**config.mk**
```make
export PLATFORM = sky130hd
export DESIGN_NAME = vec_insn_dispatcher
export DESIGN_NICKNAME = d
export VERILOG_FILES = /design/src/rtl/vec_insn_dispatcher.sv
export SDC_FILE = /design/constraint.sdc
export NUM_CORES = 1
export LEC_CHECK = 0
export CORE_MARGIN = 2
export CORE_UTILIZATION = 50
export CTS_BUF_LIST = sky130_fd_sc_hd__clkbuf_8
export CTS_CLUSTER_DIAMETER = 80
export DETAILED_ROUTE_END_ITERATION = 6
export HOLD_SLACK_MARGIN = 0.15
export MAX_ROUTING_LAYER = met4
export PLACE_DENSITY = 0.81
export SKIP_CTS_REPAIR_TIMING = 1
export SLEW_MARGIN = 20
export SYNTH_ARGS = -nofsm -noshare
export SYNTH_HDL_FRONTEND = slang
export SYNTH_SLANG_ARGS = --single-unit
```
**constraint.sdc**
```tcl
create_clock -name clk_i -period 5.2 [get_ports clk_i]
set_input_delay 1.56 -clock clk_i [delete_from_list [all_inputs] [get_ports clk_i]]
set_output_delay 1.56 -clock clk_i [all_outputs]
set_load 0.1 [all_outputs]
```
**src/rtl/vec_insn_dispatcher.sv**
```systemverilog
// vec_insn_dispatcher
// Holds vector instructions from the issue stage in an in-order FIFO and sends
// them to the vector accelerator only once they are committed. It caps how many
// accelerator ops can be in flight, registers accelerator responses onto the
// writeback port, and handles the fence (drain) and flush controls.
//
// Ports:
//   clk_i, rst_ni             clock, asynchronous active-low reset
//   issue_*                   valid/ready instruction intake (insn, rs1, rs2, trans_id)
//   commit_i                  commits the oldest speculative entry
//   flush_i                   drops every speculative entry
//   fence_i / fence_done_o    drain request / one-cycle drain-complete pulse
//   acc_req_*                 valid/ready request to the accelerator (head entry)
//   acc_resp_*                accelerator result, no back-pressure
//   wb_*                      registered writeback, one cycle after the response
//   busy_o                    FIFO non-empty or accelerator ops in flight
//
// Optional build macro VEC_DISPATCH_PERF_CNT_EN adds perf_dispatched_o and
// perf_stall_o, two 32-bit wrapping event counters.
//
// FSM states:
//   state | meaning
//   RUN   | normal operation, new instructions accepted
//   FENCE | intake blocked until the FIFO is empty and no ops are outstanding

module vec_insn_dispatcher #(
  parameter int unsigned NrEntries      = 4,
  parameter int unsigned MaxOutstanding = 2,
  parameter int unsigned XLEN           = 64,
  parameter int unsigned TransIdWidth   = 3
) (
  input  logic                    clk_i,
  input  logic                    rst_ni,
  input  logic                    issue_valid_i,
  output logic                    issue_ready_o,
  input  logic [31:0]             issue_insn_i,
  input  logic [XLEN-1:0]         issue_rs1_i,
  input  logic [XLEN-1:0]         issue_rs2_i,
  input  logic [TransIdWidth-1:0] issue_trans_id_i,
  input  logic                    commit_i,
  input  logic                    flush_i,
  input  logic                    fence_i,
  output logic                    fence_done_o,
  output logic                    acc_req_valid_o,
  input  logic                    acc_req_ready_i,
  output logic [31:0]             acc_req_insn_o,
  output logic [XLEN-1:0]         acc_req_rs1_o,
  output logic [XLEN-1:0]         acc_req_rs2_o,
  output logic [TransIdWidth-1:0] acc_req_trans_id_o,
  input  logic                    acc_resp_valid_i,
  input  logic [XLEN-1:0]         acc_resp_result_i,
  input  logic [TransIdWidth-1:0] acc_resp_trans_id_i,
  input  logic                    acc_resp_exception_i,
  output logic                    wb_valid_o,
  output logic [XLEN-1:0]         wb_result_o,
  output logic [TransIdWidth-1:0] wb_trans_id_o,
  output logic                    wb_exception_o,
`ifdef VEC_DISPATCH_PERF_CNT_EN
  output logic [31:0]             perf_dispatched_o,
  output logic [31:0]             perf_stall_o,
`endif
  output logic                    busy_o
);

  localparam int unsigned IdxW = $clog2(NrEntries);
  localparam int unsigned PtrW = IdxW + 1;
  localparam int unsigned CntW = $clog2(MaxOutstanding + 1);

  typedef enum logic {RUN, FENCE} state_e;

  state_e state_q, state_d;

  logic [PtrW-1:0] head_q, head_d;
  logic [PtrW-1:0] commit_q, commit_d;
  logic [PtrW-1:0] tail_q, tail_d;
  logic [CntW-1:0] outst_q, outst_d;
  logic            init_q;

  logic [31:0]             insn_mem  [NrEntries];
  logic [XLEN-1:0]         rs1_mem   [NrEntries];
  logic [XLEN-1:0]         rs2_mem   [NrEntries];
  logic [TransIdWidth-1:0] id_mem    [NrEntries];

  logic                    wb_valid_q;
  logic [XLEN-1:0]         wb_result_q;
  logic [TransIdWidth-1:0] wb_id_q;
  logic                    wb_exc_q;

  logic full, empty, has_committed, below_limit;
  logic enq, fire, commit_ok, resp_ok, drained;
  logic [IdxW-1:0] head_idx, tail_idx;

  assign head_idx      = head_q[IdxW-1:0];
  assign tail_idx      = tail_q[IdxW-1:0];
  assign full          = (head_q[PtrW-1] != tail_q[PtrW-1]) && (head_idx == tail_idx);
  assign empty         = (head_q == tail_q);
  assign has_committed = (head_q != commit_q);
  assign below_limit   = (outst_q < CntW'(MaxOutstanding));

  // init_q keeps issue_ready_o low while reset is asserted and releases it one
  // clock after reset deasserts.
  assign issue_ready_o   = init_q && !full && (state_q == RUN) && !flush_i;
  assign enq             = issue_valid_i && issue_ready_o;
  assign acc_req_valid_o = has_committed && below_limit;
  assign fire            = acc_req_valid_o && acc_req_ready_i;
  assign commit_ok       = commit_i && (commit_q != tail_q);
  // A response that arrives with nothing outstanding is stale, for example one
  // left over from before a reset. It is dropped and never reaches writeback.
  assign resp_ok         = acc_resp_valid_i && (outst_q != '0);
  assign drained         = empty && (outst_q == '0);

  // The request data is forced to zero while no request is valid, so reset
  // clears it together with the other outputs.
  assign acc_req_insn_o     = acc_req_valid_o ? insn_mem[head_idx] : '0;
  assign acc_req_rs1_o      = acc_req_valid_o ? rs1_mem[head_idx]  : '0;
  assign acc_req_rs2_o      = acc_req_valid_o ? rs2_mem[head_idx]  : '0;
  assign acc_req_trans_id_o = acc_req_valid_o ? id_mem[head_idx]   : '0;

  assign wb_valid_o     = wb_valid_q;
  assign wb_result_o    = wb_result_q;
  assign wb_trans_id_o  = wb_id_q;
  assign wb_exception_o = wb_exc_q;
  assign busy_o         = !empty || (outst_q != '0);

  always_comb begin
    head_d   = head_q + PtrW'(fire);
    commit_d = commit_q + PtrW'(commit_ok);
    tail_d   = tail_q;
    // A flush snaps tail back to the commit pointer after this cycle's commit
    // has been applied, so an entry committed in the same cycle is kept.
    if (flush_i) begin
      tail_d = commit_d;
    end else if (enq) begin
      tail_d = tail_q + PtrW'(1);
    end
    outst_d = outst_q + CntW'(fire) - CntW'(resp_ok);
  end

  always_comb begin
    state_d      = state_q;
    fence_done_o = 1'b0;
    case (state_q)
      RUN: begin
        if (fence_i) state_d = FENCE;
      end
      FENCE: begin
        if (drained) begin
          fence_done_o = 1'b1;
          state_d      = RUN;
        end
      end
      default: state_d = RUN;
    endcase
  end

  always_ff @(posedge clk_i or negedge rst_ni) begin
    if (!rst_ni) begin
      state_q     <= RUN;
      head_q      <= '0;
      commit_q    <= '0;
      tail_q      <= '0;
      outst_q     <= '0;
      init_q      <= 1'b0;
      wb_valid_q  <= 1'b0;
      wb_result_q <= '0;
      wb_id_q     <= '0;
      wb_exc_q    <= 1'b0;
    end else begin
      state_q    <= state_d;
      head_q     <= head_d;
      commit_q   <= commit_d;
      tail_q     <= tail_d;
      outst_q    <= outst_d;
      init_q     <= 1'b1;
      wb_valid_q <= resp_ok;
      if (resp_ok) begin
        wb_result_q <= acc_resp_result_i;
        wb_id_q     <= acc_resp_trans_id_i;
        wb_exc_q    <= acc_resp_exception_i;
      end
    end
  end

  // The payload storage has no reset. An entry is only ever read after it has
  // been written, and the request outputs are zeroed while no request is valid.
  always_ff @(posedge clk_i) begin
    if (enq) begin
      insn_mem[tail_idx] <= issue_insn_i;
      rs1_mem[tail_idx]  <= issue_rs1_i;
      rs2_mem[tail_idx]  <= issue_rs2_i;
      id_mem[tail_idx]   <= issue_trans_id_i;
    end
  end

`ifdef VEC_DISPATCH_PERF_CNT_EN
  logic [31:0] perf_disp_q, perf_stall_q;

  always_ff @(posedge clk_i or negedge rst_ni) begin
    if (!rst_ni) begin
      perf_disp_q  <= '0;
      perf_stall_q <= '0;
    end else begin
      if (fire) perf_disp_q <= perf_disp_q + 32'd1;
      // A stall is a cycle with a committed head that does not dispatch,
      // whether the accelerator is not ready or the outstanding limit is hit.
      if (has_committed && !fire) perf_stall_q <= perf_stall_q + 32'd1;
    end
  end

  assign perf_dispatched_o = perf_disp_q;
  assign perf_stall_o      = perf_stall_q;
`endif

endmodule

```
==> results.ini, run 1 <==
[cts]
cts_buffer_depth = 3
cts_inserted_buffers = 112
clock-sinks = 734
clk_pin_slew_ns = 0.06
clock_latency_ns = 0.73
clockRootBuffer = clkbuf_8
tritoncts = built
cts_max_level = 3

[sta]
tightestPinTransition_ns = 1.10
finalCritPeriodShare_pct = 90.2
worst_slack_ns = 0.512
hold_viol_final = 0
finalCriticalPeriod_ns = 4.69
setup_viol = 0
setup_tns_ns = 0
fmax_mhz = 213
finalClockSkew_ns = 0.0538
max_slew_margin_pct = 26.2
slew_violations = 0
rsz0062_at_grt = false

[final_layout]
drive_above_1_share_pct = 30.8
nNetsFinal = 2062
syn_to_final_growth_pct = 27.4
fin_area_sq_um = 35500
multi_input_area_sq_um = 5910
final_cells = 2677
regArea_sq_um = 21600
fillers = 3699

[placed_design]
gp_congestion = 0.826
hpwl_microns = 39100
place_ws_ns = 0.662
placed_cell_area_sq_um = 33300
place_inst = 2447
port_buffers = 474

[synthesis]
synth_top_area_share_pct = 70.2
synth_area_sq_um = 27900
syn_area_per_cell_sq_um = 22.3
yosys_warnings = 0
yosysSeqAreaShare_pct = 77.6
synth_top_area_cell = edfxtp_1
synth.distinct_cells = 31
syn-instance-count = 1248
synth_nets = 1496
synth_area_leaders = edfxtp_1 70%, mux4_2 13%, dfrtp_1 7.4%, and2_1 3.7%, mux2_2 2.7%
synth.ff_latch_count = 734

[min_path]
hold_end = wb_result_o[46]
whs_path_depth = 1
worstHoldStart = wb_result_o[46]
min_path_type = flip-flop to flip-flop

[global_routing]
grt_start_max_net_pins = 165
grt_pass1_vias = 15100
grt_usage_pct = 21.9
overflow = 0
grt_first_pass_wirelength_microns = 90400
antenna_found_initial = 21

[critical_path]
crit_fanout = 164
worstPathBufferInverterCount = 3
critPathTopFamily = buffers and inverters
start_kind = flip-flop
path_class = flip-flop to output pin
r2r_setup_slack_ns = 2.65
r2r-end = rs1_mem[2][13]
critPathCaptureType = output pin
rr_worst_depth = 4
cpPeakStageDelay_ns = 0.64
reg2reg_from = head_q[0]
worst_ep_arrival_time_ns = 3.13
path_cells = xnor2_1, a31o_2, inv_4, buf_12, and2_1, buf_4
critPathRequiredTime_ns = 3.64
slowest_stage = dfrtp_4

[route]
wl_microns = 61700
num_vias = 14200
drt_first_pass_iters = 5
post_drt_wl_per_cell_microns = 23.0
first_iter_violations = 882
drc = 0
routed_via_density = 5.30
drtAntennaViolNets = 0

[die]
num_rows = 86
die_width_microns = 240
die_h_microns = 240
dieArea_sq_um = 57700
coreArea_sq_um = 55100
ios = 475
start_util_pct = 50.6

[outcome]
status = completed

[job]
cap_violations = 0

flip-flops by register name, indices dropped and copies added (netlist names):
register and count:
rs1_mem 256, wb_result_o 64, rs2_mem 256, id_mem 12, init_q 1, state_q 1
wb_valid_o 1, tail_q 3, insn_mem 128, wb_trans_id_o 3, commit_q 3, head_q 3
outst_q 2, wb_exception_o 1
layer usage:
metal | vias to the layer above | part of all wire, % | GRT usage (%)
li1 | 6210 | - | -
met1 | 7321 | 38 | 26.2
met2 | 574 | 49 | 33.8
met3 | 85 | 11 | 9.36
met4 | 0 | 2.0 | 7.32
met5 | - | 0 | -
through the flow:
step | utilization, % | hold WS [ns]
after floorplan | - | 0.454
after global placement | 60.5 | 0.487
after detailed placement | 60.5 | 0.493
after CTS | 64.3 | 0.506
after global routing | 64.5 | 0.525
final | 64.5 | 0.505
area by class of cell:
class | count | share of cell area, %
inverters | 6 | 0.0704
flip-flops and latches | 734 | 60.9
multi-input cells | 446 | 16.6
repair buffers | 514 | 13.6
clock buffers | 119 | 4.61
well taps | 748 | 2.63
diodes | 22 | 0.155
clock inverters | 88 | 1.32
cells in the final DEF, fill, tap and decap left out, types with 2 or more instances in the layout:
master	instances
buf_12	16
clkinv_2	8
xnor2_1	8
bufinv_16	3
mux4_2	163
clkbuf_8	119
clkinv_1	22
buf_4	190
clkdlybuf4s50_1	306
o21ai_0	2
and2_4	4
xor2_1	8
dfrtp_1	80
edfxtp_1	652
inv_1	53
nand2_1	3
dfrtp_4	2
mux2_2	68
nor2_1	3
and2_1	164
ha_1	9
diode_2	22
inv_6	2
nand3b_1	2
cell families after synthesis:
| kind of cell | count (synthesis) | synth area share (%) |
|---|---|---|
| compound gates | 10 | 0.314 |
| mux | 231 | 15.9 |
| xor+xnor | 16 | 0.503 |
| simple gates | 179 | 3.99 |
| other cells | 1 | 0.0134 |
| flops | 734 | 77.6 |
| buf+inv | 68 | 1.28 |
| fa+ha+maj | 9 | 0.404 |
worst max-delay path by stage:
stage                     slack [ns]  depth (start not counted)                 to      start
final                           0.51                          6  acc_req_rs2_o[59]  head_q[0]
after global routing            0.36                          6  acc_req_rs1_o[10]  head_q[0]
after CTS                       0.47                          6  acc_req_rs1_o[15]  head_q[0]
after detailed placement        0.66                          4      issue_ready_o    flush_i
after global placement          0.64                          4      issue_ready_o    flush_i
after floorplan                 0.31                          2      issue_ready_o    flush_i
worst reg2reg max path: stages, from the launching register on:
cell,delay [ns]
dfrtp_4,0.67
xor2_1,0.30
o311a_4,0.28
and2_4,0.62
buf_4,0.40
synthesized netlist by cell type:
| master | instances |
|---|---|
| o311ai_1 | 1 |
| clkbuf_1 | 8 |
| nand2b_1 | 1 |
| nor3b_1 | 1 |
| xor2_1 | 8 |
| xnor2_1 | 8 |
| o21ai_1 | 1 |
| ha_1 | 9 |
| a21boi_0 | 1 |
| buf_2 | 43 |
| conb_1 | 1 |
| nand2_1 | 3 |
| mux2_2 | 68 |
| o311a_4 | 1 |
| mux4_2 | 163 |
| o211ai_2 | 1 |
| and2_4 | 1 |
| dfrtp_1 | 82 |
| buf_4 | 9 |
| nor2_1 | 3 |
| nor4b_1 | 1 |
| buf_6 | 2 |
| inv_1 | 5 |
| nand3b_1 | 2 |
| o31a_1 | 1 |
| edfxtp_1 | 652 |
| o21ai_0 | 2 |
| and2_1 | 167 |
| inv_2 | 1 |
| a31o_2 | 1 |
| a21oi_1 | 1 |
Power of run 1 is left out: the tool's default activity adds up to more than one toggle a clock period on the data nets, which glitch-free logic cannot reach.
==> inputs of run 2 (changes only) <==
Settings changed: RECOVER_POWER set to 100.
==> results.ini, run 2 (synthesis gave the netlist of run 1 again) <==
[placed_design]
gp_congestion = 0.826  ; unchanged
port_buffers = 474  ; unchanged
hpwl_microns = 39100  ; unchanged

[cts]
tritoncts = built
clock-sinks = 734  ; unchanged
cts_inserted_buffers = 112  ; unchanged
clock_latency_ns = 0.71  ; -0.02 ns
clockRootBuffer = clkbuf_8
cts_buffer_depth = 3  ; unchanged
cts_max_level = 3  ; unchanged
clk_pin_slew_ns = 0.06  ; about the same

[final_layout]
reg_top3 = rs1_mem (256), rs2_mem (256), insn_mem (128)
syn_to_final_growth_pct = 25.6
final_common_cell = edfxtp_1
nNetsFinal = 2062  ; unchanged
final_cell_mix = 652 x edfxtp_1, 236 x dlygate4sd3_1, 170 x clkbuf_2, 166 x and2_1, 163 x mux4_2
drive_above_1_share_pct = 29.7  ; -1.0 points

[sta]
setup_viol = 0  ; unchanged
hold_viol_final = 0  ; unchanged
finalClockSkew_ns = 0.0466  ; -0.00720 ns
setup_tns_ns = 0  ; unchanged
fmax_mhz = 206  ; -3.4%
rsz0062_at_grt = false
tightestPinTransition_ns = 2.32  ; +1.22 ns
finalCritPeriodShare_pct = 93.4  ; +3.2 points
slew_violations = 218  ; +218
max_slew_margin_pct = -54.6  ; -81 points
finalCriticalPeriod_ns = 4.85  ; +0.166 ns

[critical_path]
critPathRequiredTime_ns = 3.64  ; about the same
start_kind = flip-flop
worst_ep_arrival_time_ns = 3.29  ; +0.16 ns
crit_fanout = 164  ; unchanged
slowest_stage = dfrtp_4
critPathCaptureType = output pin
path_class = flip-flop to output pin
path_cells = xnor2_1, a31o_2, inv_4, buf_12, and2_1, clkbuf_2
cpPeakStageDelay_ns = 0.64  ; about the same

[route]
wl_microns = 61700  ; about the same
first_iter_violations = 962  ; +9.1%
post_drt_wl_per_cell_microns = 22.9  ; -0.59%
drc = 0  ; unchanged
num_vias = 14200  ; +0.16%
routed_via_density = 5.28  ; -0.40%
drtAntennaViolNets = 0  ; unchanged
drt_first_pass_iters = 4  ; -1

[global_routing]
antenna_found_initial = 34  ; +62%
grt_start_max_net_pins = 165  ; unchanged
overflow = 0  ; unchanged
grt_usage_pct = 21.9  ; unchanged
grt_pass1_vias = 15100  ; unchanged
grt_first_pass_wirelength_microns = 90400  ; unchanged

[die]
dieArea_sq_um = 57700  ; unchanged
die_h_microns = 240  ; unchanged
coreArea_sq_um = 55100  ; unchanged
num_rows = 86  ; unchanged
ios = 475  ; unchanged
die_width_microns = 240  ; unchanged
start_util_pct = 50.6  ; unchanged

[job]
cap_violations = 6  ; +6

[outcome]
violations = capacitance limit, slew limit
status = finished, violations left

[min_path]
min_path_type = flip-flop to flip-flop

## run 2: cell count changes in the layout (fill, tap and decap cells not counted), sizes merged
cell / previous run / this run
dlygate4sd3: 0 / 236
buf: 208 / 23
diode: 22 / 37
clkbuf: 119 / 304
clkdlybuf4s50: 306 / 70
## run 2: per-layer routing
metal	up-vias	GRT usage [%]	part of all wire (%)
li1	6236	-	-
met1	7297	26.2	38
met2	588	33.8	49
met3	92	9.36	11
met4	0	7.32	2.1
met5	-	-	0
## run 2: path summary, 6_finish.rpt
path                                 start                 to  slack (ns)  cells past startpoint
min in group asynchronous           rst_ni     wb_result_o[6]        1.44                      1
max                              head_q[0]  acc_req_rs1_o[25]        0.35                      6
max reg2reg                     outst_q[1]    wb_result_o[55]        1.03                      4
min reg2reg                wb_result_o[46]    wb_result_o[46]        0.50                      1
min                        wb_result_o[46]    wb_result_o[46]        0.50                      1
max in group asynchronous           rst_ni          head_q[0]        2.27                      1
## run 2: final cells by class
cell class	count	area, sq um
Sequential cell	734	21600
Clock buffer	119	1640
Tap cell	748	936
Multi-Input combinational cell	446	5890
Fill cell	3833	20100
Inverter	6	25.0
Timing Repair Buffer	514	4330
Clock inverter	88	470
Antenna cell	37	92.6
## run 2: critical path: cells and delay by family (launching register included)
family | cells | cell delay, ns
flip-flops | 1 | 0.64
buffers and inverters | 3 | 0.87
AND/OR/NAND/NOR | 1 | 0.24
XOR/XNOR | 1 | 0.19
AO/OA/AOI/OAI | 1 | 0.27
## run 2: metrics by stage
| stage | hold WS (ns) | utilization [%] | instances | area, sq um | setup slack (ns) |
|---|---|---|---|---|---|
| after floorplan | 0.454 | - | 1248 | 27900 | 0.313 |
| after global placement | 0.487 | 60.5 | 2447 | 33300 | 0.635 |
| after detailed placement | 0.493 | 60.5 | 2447 | 33300 | 0.662 |
| after CTS | 0.506 | 64.3 | 2654 | 35400 | 0.472 |
| after global routing | 0.520 | 63.5 | 2687 | 35000 | 0.234 |
| final | 0.497 | 63.6 | 2692 | 35000 | 0.346 |
Power of run 2 is left out for the same reason.
==> inputs of run 3 (changes only) <==
Settings changed: CORE_UTILIZATION 50 to 48, CTS_BUF_LIST sky130_fd_sc_hd__clkbuf_8 to not set, PLACE_DENSITY 0.81 to 0.78.
==> results.ini, run 3 (synthesis gave the netlist of run 1 again) <==
[cts]
clock_latency_ns = 0.60  ; -0.11 ns
cts_inserted_buffers = 74  ; -34%
cts_buffer_depth = 3  ; unchanged
clockRootBuffer = clkbuf_16
clk_pin_slew_ns = 0.06  ; about the same
cts_max_level = 3  ; unchanged
tritoncts = built
clock-sinks = 734  ; unchanged

[sta]
finalCritPeriodShare_pct = 93.6  ; +0.30 points
holdWs_ns = 0.501  ; +0.00327 ns
hold_viol_final = 0  ; unchanged
slew_violations = 178  ; -18%
setup_tns_ns = 0  ; unchanged
max_slew_margin_pct = -71.3  ; -17 points
fmax_mhz = 205  ; -0.32%
finalClockSkew_ns = 0.0162  ; -0.0304 ns
setup_viol = 0  ; unchanged
finalCriticalPeriod_ns = 4.87  ; +0.0154 ns
tightestPinTransition_ns = 2.54  ; +0.223 ns
rsz0062_at_grt = false

[final_layout]
reg_top3 = rs1_mem (256), rs2_mem (256), insn_mem (128)
nNetsFinal = 2026  ; -1.7%
drive_above_1_share_pct = 28.6  ; -1.1 points
syn_to_final_growth_pct = 26.7
fin_area_sq_um = 35300  ; +0.87%
fillers = 4035  ; +5.3%
final_common_cell = edfxtp_1
final_cell_mix = 652 x edfxtp_1, 236 x dlygate4sd3_1, 166 x and2_1, 163 x mux4_2, 97 x clkbuf_2

[die]
die_width_microns = 245  ; +2.0%
coreArea_sq_um = 57600  ; +4.5%
dieArea_sq_um = 60000  ; +4.1%
start_util_pct = 48.4  ; -2.2 points
num_rows = 88  ; +2.3%
ios = 475  ; unchanged
die_h_microns = 245  ; +2.0%

[critical_path]
worst_ep_arrival_time_ns = 3.31  ; +0.02 ns
path_class = flip-flop to output pin
critPathRequiredTime_ns = 3.64  ; about the same
critPathCaptureType = output pin
start_kind = flip-flop
crit_fanout = 42  ; -74%

[route]
drt_first_pass_iters = 5  ; +1
drtAntennaViolNets = 0  ; unchanged
num_vias = 14000  ; -1.5%
routed_via_density = 5.30  ; +0.44%
post_drt_wl_per_cell_microns = 22.8  ; -0.43%
wl_microns = 60200  ; -2.4%
drc = 0  ; unchanged
first_iter_violations = 1003  ; +4.3%

[global_routing]
grt_start_max_net_pins = 90  ; -45%
grt_first_pass_wirelength_microns = 89700  ; -0.83%
antenna_found_initial = 33  ; -2.9%
grt_usage_pct = 20.6  ; -1.3 points
overflow = 0  ; unchanged
grt_pass1_vias = 14700  ; -2.7%

[min_path]
min_path_type = flip-flop to flip-flop

[placed_design]
port_buffers = 474  ; unchanged
placed_cell_area_sq_um = 33300  ; about the same
gp_congestion = 0.768  ; -7.0%
hpwl_microns = 38200  ; -2.4%

[outcome]
violations = capacitance limit, slew limit
status = finished, violations left

[job]
cap_violations = 5  ; -1

-- run 3: changes by cell type in the layout (fill, tap and decap cells not counted), moves of 3 or more --
cell       before  now
buf_2           0    3
clkbuf_1       13   44
clkbuf_16       0   75
clkinv_2        8   12
inv_1          53    5
buf_4           9   76
clkbuf_8      119    2
clkbuf_2      170   97
clkinv_1       22   14
buf_12         14    8
-- run 3: final timing paths --
check / cells after the start / startpoint / endpoint / slack, ns
hold reg to reg: 1 / wb_result_o[0] / wb_result_o[0] / 0.50
setup / recovery: 5 / head_q[1] / acc_req_rs2_o[11] / 0.33
setup reg to reg: 3 / outst_q[1] / wb_result_o[47] / 0.98
min in group asynchronous: 1 / rst_ni / wb_trans_id_o[0] / 1.54
max in group asynchronous: 1 / rst_ni / head_q[1] / 2.20
hold / removal: 1 / wb_result_o[0] / wb_result_o[0] / 0.50
-- run 3: layer usage --
metal / up-vias / global-route usage, % / part of all wire [%]
met5: - / - / 0
li1: 6148 / - / -
met2: 500 / 32.6 / 51
met1: 7263 / 25.6 / 39
met4: 0 / 6.62 / 1.9
met3: 89 / 6.39 / 8.3
-- run 3: cell type report --
| cell class | instances | area [sq um] | share of cell area (%) |
|---|---|---|---|
| Inverter | 6 | 22.5 | 0.0638 |
| Antenna cell | 37 | 92.6 | 0.262 |
| Tap cell | 765 | 957 | 2.71 |
| Timing Repair Buffer | 516 | 4410 | 12.5 |
| Sequential cell | 734 | 21600 | 61.3 |
| Multi-Input combinational cell | 446 | 5900 | 16.7 |
| Clock buffer | 98 | 1980 | 5.61 |
| Clock inverter | 38 | 324 | 0.917 |
-- run 3: through the flow --
stage	utilization, %	setup WS, ns	cells
6_report	61.3	0.330	2640
3_3_place_gp	57.9	0.672	2467
3_5_place_dp	57.9	0.667	2467
4_1_cts	61.9	0.473	2603
5_1_grt	61.3	0.127	2635
2_1_floorplan	-	0.313	1248
-- run 3: worst max-delay path, stage by stage, from the launching register on --
cell	delay, ns
dfrtp_4	0.59
buf_4	0.42
clkbuf_4	0.67
mux4_2	0.41
and2_1	0.19
clkbuf_2	0.37
Power of run 3 is left out for the same reason.
